File: src/rtl/load_store_unit.sv
// load_store_unit: memory-access stage fed by the execute ALU.
// Takes the ALU sum as the effective byte address. Runs one req/ack data-memory transaction
// at a time with byte-lane steering, and returns sign- or zero-extended load data.
//
// Optional feature: define LSU_MISALIGN_TRAP_EN to trap misaligned H/HU/W accesses.
// With the trap, no memory request is made and Err and ErrMisalign are raised with Done.
// Without the trap, surplus low address bits are dropped and ErrMisalign is tied to 0.
//
// Ports:
//   clk, rst_n             clock; synchronous active-low reset
//   Start                  access request from execute (accepted only in IDLE)
//   MemRead, MemWrite      load / store select (store wins if both set)
//   Funct3                 width/sign code: 000 B, 001 H, 010 W, 100 BU, 101 HU
//   ALUResult, WriteData   effective byte address, store data (rs2)
//   Busy                   stall request to pipeline
//   Done, Err, ErrMisalign completion pulse and its status flags
//   ReadData               extended load result, held until the next load completes
//   MemReq/MemWe/MemAddr/MemWdata/MemBe, MemAck/MemRdata   data-memory port
module load_store_unit #(
  parameter int unsigned ACK_TIMEOUT = 16
) (
  input  logic        clk,
  input  logic        rst_n,
  input  logic        Start,
  input  logic        MemRead,
  input  logic        MemWrite,
  input  logic [2:0]  Funct3,
  input  logic [31:0] ALUResult,
  input  logic [31:0] WriteData,
  output logic        Busy,
  output logic        Done,
  output logic        Err,
  output logic        ErrMisalign,
  output logic [31:0] ReadData,
  output logic        MemReq,
  output logic        MemWe,
  output logic [31:0] MemAddr,
  output logic [31:0] MemWdata,
  output logic [3:0]  MemBe,
  input  logic        MemAck,
  input  logic [31:0] MemRdata
);

  typedef enum logic [1:0] {StIdle, StReq, StResp} state_e;

  state_e      state_q, state_d;
  logic [31:0] addr_q, addr_d;
  logic [2:0]  f3_q, f3_d;
  logic        we_q, we_d;
  logic [31:0] wdata_q, wdata_d;
  logic [3:0]  be_q, be_d;
  logic [31:0] rdata_q, rdata_d;
  logic        err_q, err_d;
  logic [31:0] cnt_q, cnt_d;

  logic        access;
  logic        f3_legal;
  logic        misalign;
  logic [1:0]  a_in;
  logic [3:0]  be_new;
  logic [31:0] wdata_new;
  logic [31:0] rd_shift;
  logic [7:0]  ld_byte;
  logic [15:0] ld_half;
  logic [31:0] ld_ext;
  logic        timeout_hit;

  assign access = MemRead | MemWrite;
  assign a_in   = ALUResult[1:0];

  // Stores only have signed-width codes; BU/HU are load-only.
  always_comb begin
    f3_legal = 1'b0;
    case (Funct3)
      3'b000, 3'b001, 3'b010: f3_legal = 1'b1;
      3'b100, 3'b101:         f3_legal = ~MemWrite;
      default:                f3_legal = 1'b0;
    endcase
  end

`ifdef LSU_MISALIGN_TRAP_EN
  logic mis_q, mis_d;
  assign misalign = ((Funct3[1:0] == 2'b01) && a_in[0]) ||
                    ((Funct3[1:0] == 2'b10) && (a_in != 2'b00));
`else
  assign misalign = 1'b0;
`endif

  // Lane steering for the incoming request
  always_comb begin
    be_new    = 4'b1111;
    wdata_new = WriteData;
    case (Funct3[1:0])
      2'b00: begin
        be_new    = 4'b0001 << a_in;
        wdata_new = {4{WriteData[7:0]}};
      end
      2'b01: begin
        be_new    = a_in[1] ? 4'b1100 : 4'b0011;
        wdata_new = {2{WriteData[15:0]}};
      end
      default: begin
        be_new    = 4'b1111;
        wdata_new = WriteData;
      end
    endcase
  end

  // Load extraction and extension from the latched access
  always_comb begin
    rd_shift = MemRdata >> {addr_q[1:0], 3'b000};
    ld_byte  = rd_shift[7:0];
    ld_half  = addr_q[1] ? MemRdata[31:16] : MemRdata[15:0];
    case (f3_q)
      3'b000:  ld_ext = {{24{ld_byte[7]}}, ld_byte};
      3'b100:  ld_ext = {24'h0, ld_byte};
      3'b001:  ld_ext = {{16{ld_half[15]}}, ld_half};
      3'b101:  ld_ext = {16'h0, ld_half};
      default: ld_ext = MemRdata;
    endcase
  end

  // Counter holds the number of unacknowledged REQ cycles already elapsed.
  assign timeout_hit = (ACK_TIMEOUT != 0) && (cnt_q == ACK_TIMEOUT - 1);

  always_comb begin
    state_d = state_q;
    addr_d  = addr_q;
    f3_d    = f3_q;
    we_d    = we_q;
    wdata_d = wdata_q;
    be_d    = be_q;
    rdata_d = rdata_q;
    err_d   = err_q;
    cnt_d   = cnt_q;
`ifdef LSU_MISALIGN_TRAP_EN
    mis_d   = mis_q;
`endif
    Busy    = 1'b0;
    case (state_q)
      StIdle: begin
        if (Start && access) begin
          Busy = 1'b1;
          if (!f3_legal || misalign) begin
            state_d = StResp;
            err_d   = 1'b1;
`ifdef LSU_MISALIGN_TRAP_EN
            mis_d   = f3_legal;
`endif
          end else begin
            state_d = StReq;
            addr_d  = ALUResult;
            f3_d    = Funct3;
            we_d    = MemWrite;
            wdata_d = wdata_new;
            be_d    = be_new;
            cnt_d   = '0;
            err_d   = 1'b0;
`ifdef LSU_MISALIGN_TRAP_EN
            mis_d   = 1'b0;
`endif
          end
        end
      end
      StReq: begin
        Busy = 1'b1;
        if (MemAck) begin
          if (!we_q) rdata_d = ld_ext;
          state_d = StResp;
        end else if (timeout_hit) begin
          state_d = StResp;
          err_d   = 1'b1;
        end else begin
          cnt_d = cnt_q + 32'd1;
        end
      end
      StResp:  state_d = StIdle;
      default: state_d = StIdle;
    endcase
  end

  always_ff @(posedge clk) begin
    if (!rst_n) begin
      state_q <= StIdle;
      addr_q  <= '0;
      f3_q    <= '0;
      we_q    <= 1'b0;
      wdata_q <= '0;
      be_q    <= '0;
      rdata_q <= '0;
      err_q   <= 1'b0;
      cnt_q   <= '0;
`ifdef LSU_MISALIGN_TRAP_EN
      mis_q   <= 1'b0;
`endif
    end else begin
      state_q <= state_d;
      addr_q  <= addr_d;
      f3_q    <= f3_d;
      we_q    <= we_d;
      wdata_q <= wdata_d;
      be_q    <= be_d;
      rdata_q <= rdata_d;
      err_q   <= err_d;
      cnt_q   <= cnt_d;
`ifdef LSU_MISALIGN_TRAP_EN
      mis_q   <= mis_d;
`endif
    end
  end

  assign MemReq   = (state_q == StReq);
  assign MemWe    = we_q;
  assign MemAddr  = {addr_q[31:2], 2'b00};
  assign MemWdata = wdata_q;
  assign MemBe    = be_q;
  assign Done     = (state_q == StResp);
  assign Err      = Done & err_q;
  assign ReadData = rdata_q;
`ifdef LSU_MISALIGN_TRAP_EN
  assign ErrMisalign = Done & mis_q;
`else
  assign ErrMisalign = 1'b0;
`endif

endmodule

File: config.mk
export PLATFORM = sky130hd
export DESIGN_NAME = load_store_unit
export DESIGN_NICKNAME = d
export VERILOG_FILES = /design/src/rtl/load_store_unit.sv
export SDC_FILE = /design/constraint.sdc
export NUM_CORES = 1
export LEC_CHECK = 0
export CORE_AREA = 2 2 123 125
export DETAILED_ROUTE_END_ITERATION = 6
export DIE_AREA = 0 0 125 127
export PLACE_DENSITY = 0.77
export SLEW_MARGIN = 20
export SYNTH_ARGS = -nofsm -noshare
export SYNTH_HDL_FRONTEND = slang
export SYNTH_SLANG_ARGS = --single-unit
File: constraint.sdc
create_clock -name clk -period 2.2 [get_ports clk]
set_clock_uncertainty 0.1 [all_clocks]
set_input_delay 0.44 -clock clk [delete_from_list [all_inputs] [get_ports clk]]
set_output_delay 0.44 -clock clk [all_outputs]
set_load 0.1 [all_outputs]
==> impl_metrics.xml <==
<?xml version="1.0" encoding="UTF-8"?>
<metrics>
  <group name="sta">
    <metric name="finalMaxSlewViolations" unit="">0</metric>
    <metric name="worst_hold_margin" unit="ns">0.352</metric>
    <metric name="setup_violations" unit="">0</metric>
    <metric name="final_hold_viol_count" unit="">0</metric>
    <metric name="finalCritPeriodShare" unit="%">95.6</metric>
    <metric name="fmax" unit="GHz">0.475</metric>
    <metric name="rsz0062_at_grt" unit="">true</metric>
    <metric name="min_period" unit="ns">2.10</metric>
  </group>
  <group name="floorplanning">
    <metric name="floorplan.initialDensity" unit="%">44.3</metric>
    <metric name="placementRows" unit="">44</metric>
    <metric name="top_level_ports" unit="">211</metric>
    <metric name="dieHeight" unit="um">127</metric>
    <metric name="die_width" unit="um">125</metric>
    <metric name="floorplan.core_area" unit="mm^2">0.0144</metric>
    <metric name="die_area" unit="mm^2">0.0159</metric>
  </group>
  <group name="synthesis">
    <metric name="yosys_synthesis_warning_count" unit="">0</metric>
    <metric name="synth.cell_area" unit="mm^2">0.00639</metric>
    <metric name="ys_seq_elements" unit="">139</metric>
    <metric name="synth_area_per_cell" unit="um^2">7.99</metric>
    <metric name="syn-instance-count" unit="">800</metric>
    <metric name="synth_cell_type_count" unit="">56</metric>
    <metric name="synth.yosys.seq_area_share" unit="%">43.5</metric>
    <metric name="synthFlopType" unit="">dfxtp_1</metric>
    <metric name="synth_enable_flop_cells" unit="">0</metric>
    <metric name="asyncSetResetFlopFracSynth" unit="%">0</metric>
  </group>
  <group name="drt">
    <metric name="top_sig_layer" unit="">met4</metric>
    <metric name="route.detailed.wl_per_inst" unit="um">15.8</metric>
    <metric name="initialDrtViolationCount" unit="">413</metric>
    <metric name="drc" unit="">0</metric>
    <metric name="num_vias" unit="">6364</metric>
    <metric name="wirelength" unit="um">18800</metric>
    <metric name="drt-met1-wl" unit="um">7850</metric>
    <metric name="drt_pass1_iterations" unit="">5</metric>
    <metric name="met2_wirelength" unit="um">9070</metric>
    <metric name="met3_wirelength" unit="um">1470</metric>
    <metric name="post_drt_via_cell_ratio" unit="">5.33</metric>
    <metric name="drtAntennaViolNets" unit="">0</metric>
  </group>
  <group name="clocking">
    <metric name="clock_tree_from_tritoncts" unit="">built</metric>
    <metric name="cts_made_buffers" unit="">17</metric>
    <metric name="cts.hold.buffers_added" unit="">0</metric>
    <metric name="clk_root_buffer_cell" unit="">clkbuf_16</metric>
    <metric name="cts_max_path_buffers" unit="">2</metric>
    <metric name="latest_clock_arrival_within_the_worst_skew_pair" unit="ns">0.42</metric>
    <metric name="cts.clk_slew.worst_paths" unit="ns">0.06</metric>
    <metric name="cts.sink_count" unit="">139</metric>
    <metric name="htree_num_levels" unit="">4</metric>
  </group>
  <group name="cells_and_area">
    <metric name="final_common_cell" unit="">nand2_1</metric>
    <metric name="register_area" unit="mm^2">0.00278</metric>
    <metric name="drive_gt1_share" unit="%">22.2</metric>
    <metric name="final_cell_mix" unit="">nand2_1 (165), buf_4 (149), dfxtp_1 (139)</metric>
    <metric name="area_delta_synth_final" unit="%">43.9</metric>
    <metric name="multi_input_comb_area" unit="mm^2">0.00313</metric>
    <metric name="final.fill_count" unit="">1263</metric>
    <metric name="design.final.nets" unit="">1104</metric>
    <metric name="layout.cell_area.non_filler" unit="mm^2">0.00920</metric>
    <metric name="insertedDiodeCount" unit="">0</metric>
  </group>
  <group name="critical_path">
    <metric name="critical_path.max_fanout" unit="">4</metric>
    <metric name="worstSetupEndpointType" unit="">primary output</metric>
    <metric name="timing.critical_path.arrival" unit="ns">1.56</metric>
    <metric name="path_class" unit="">reg -&gt; out</metric>
    <metric name="cp_data_required_time" unit="ns">1.66</metric>
    <metric name="setup.worst_path.start_class" unit="">register</metric>
  </group>
  <group name="grt">
    <metric name="overflow_after_grt" unit="">0</metric>
    <metric name="wire_length_of_the_first_global_routing_pass" unit="um">30500</metric>
    <metric name="grt_pass1_vias" unit="">6077</metric>
    <metric name="globalRouteTotalUtil" unit="%">23.6</metric>
    <metric name="initial_antenna_violation_count" unit="">0</metric>
    <metric name="grt_start_max_net_pins" unit="">51</metric>
  </group>
  <group name="place">
    <metric name="gp_routability_congestion" unit="">0.885</metric>
    <metric name="post_dp_cell_area" unit="mm^2">0.00849</metric>
    <metric name="numPortBuffers" unit="">207</metric>
    <metric name="dp.final_hpwl" unit="um">13200</metric>
  </group>
  <group name="power">
    <metric name="leakage" unit="nW">3.54</metric>
    <metric name="power_density" unit="mW/mm^2">815</metric>
    <metric name="worst_ir_drop_vdd" unit="uV">543</metric>
  </group>
  <group name="min_path">
    <metric name="min_path_type" unit="">reg -&gt; reg</metric>
  </group>
  <group name="status">
    <metric name="run_status" unit="">finished clean</metric>
  </group>
  <group name="job">
    <metric name="max_cap_viol_count" unit="">0</metric>
  </group>
</metrics>
metrics by stage:
| step | setup TNS, ns | utilization (%) | setup WS, ns | power, W | instances |
|---|---|---|---|---|---|
| finish | 0 | 63.7 | 0.0958 | 0.00749 | 1195 |
| global route | -0.00154 | 63.7 | -0.00154 | 0.00775 | 1195 |
| CTS | 0 | 63.4 | 0.0725 | 0.00752 | 1193 |
| detailed placement | -18.00 | 58.9 | -0.360 | 0.00440 | 1160 |
| global placement | -14.20 | 58.9 | -0.307 | 0.00439 | 1160 |
| floorplan | -0.173 | - | -0.173 | 0.00389 | 802 |
cell families (layout without fill, tap and decap cells):
logic type	after synthesis	count (layout)	synth area share [%]
DFF	139	139	43.5
xor gates and xnor gates	4	4	0.548
other	1	3	0.0587
muxes	26	26	4.42
AOI/OAI and AO/OA	231	231	21.4
adders and majority gates	1	1	0.196
and+or+nand+nor	295	295	21.4
buffers and inverters	103	312	8.48
report_power, final:
part | switching (W) | internal, W | leakage, nW
logic | 0.00118 | 0.000503 | 2.11
registers | 0.0000616 | 0.00263 | 1.13
clock network | 0.00112 | 0.00201 | 0.306
total | 0.00235 | 0.00514 | 3.54
routing by layer:
| layer | track usage (%) | vias up |
|---|---|---|
| met5 | 0 | - |
| met4 | 8.30 | 0 |
| met3 | 8.38 | 34 |
| met2 | 38.0 | 223 |
| met1 | 29.5 | 2940 |
| li1 | - | 3167 |
worst max-delay path, cell delays in order (launching register included):
cell,delay [ns]
dfxtp_1,0.37
nand2b_1,0.34
clkinvlp_4,0.23
buf_12,0.20
final timing paths:
| kind | slack, ns | start | cells after the start | end |
|---|---|---|---|---|
| setup / recovery | 0.1 | state_q[1]$_SDFFE_PN0P_ | 3 | MemReq |
| hold / removal | 0.35 | ReadData[2]$_SDFFE_PN0P_ | 2 | ReadData[2]$_SDFFE_PN0P_ |
| setup reg to reg | 0.16 | cnt_q[18]$_SDFFE_PN0P_ | 6 | cnt_q[28]$_SDFFE_PN0P_ |
| hold reg to reg | 0.35 | ReadData[2]$_SDFFE_PN0P_ | 2 | ReadData[2]$_SDFFE_PN0P_ |
synthesized netlist by cell type (2+ instances only):
library cell / count / area share, %
o31ai_1: 6 / 0.70
or4_1: 5 / 0.59
a211oi_1: 11 / 1.3
mux2i_1: 17 / 2.7
nor2_2: 2 / 0.20
buf_2: 13 / 1.0
mux2_2: 8 / 1.4
nand2_1: 165 / 9.7
or3_1: 19 / 1.9
nor4_1: 8 / 0.78
inv_1: 17 / 1.0
nand3_1: 13 / 1.0
dfxtp_1: 139 / 44
a31oi_1: 6 / 0.59
buf_4: 35 / 4.1
xor2_1: 3 / 0.41
o211ai_1: 12 / 1.4
clkbuf_1: 34 / 2.0
and2_1: 2 / 0.20
o21ai_0: 39 / 3.1
o221ai_1: 7 / 0.96
o211ai_2: 3 / 0.59
and4_1: 3 / 0.41
a311oi_1: 10 / 1.4
nor2_1: 48 / 2.8
buf_1: 2 / 0.12
nand3b_1: 10 / 1.2
nand4_1: 4 / 0.39
o21ai_1: 20 / 1.6
nand2b_1: 4 / 0.39
a21oi_1: 110 / 8.6
sequential cells by signal, indices dropped and copies added, names as in the netlist:
| register | count |
|---|---|
| f3_q | 3 |
| err_q | 1 |
| MemBe | 4 |
| state_q | 2 |
| cnt_q | 32 |
| ReadData | 32 |
| MemWe | 1 |
| addr_q | 32 |
| MemWdata | 32 |
layout make-up:
class                      instances  share of cell area (%)
timing repair buffer             262                    25.4
tap                              184                    2.50
clock buffer                      17                    4.63
multi-input combinational        560                    34.0
sequential                       139                    30.3
clock inverter                    15                    2.41
inverter                          18                   0.776
repair_timing:
action	CTS	global route
pin swaps	2	2
setup endpoints to repair	1	18
setup buffers	1	2
resized for setup	3	6
Power figures use the tool's default switching activity.
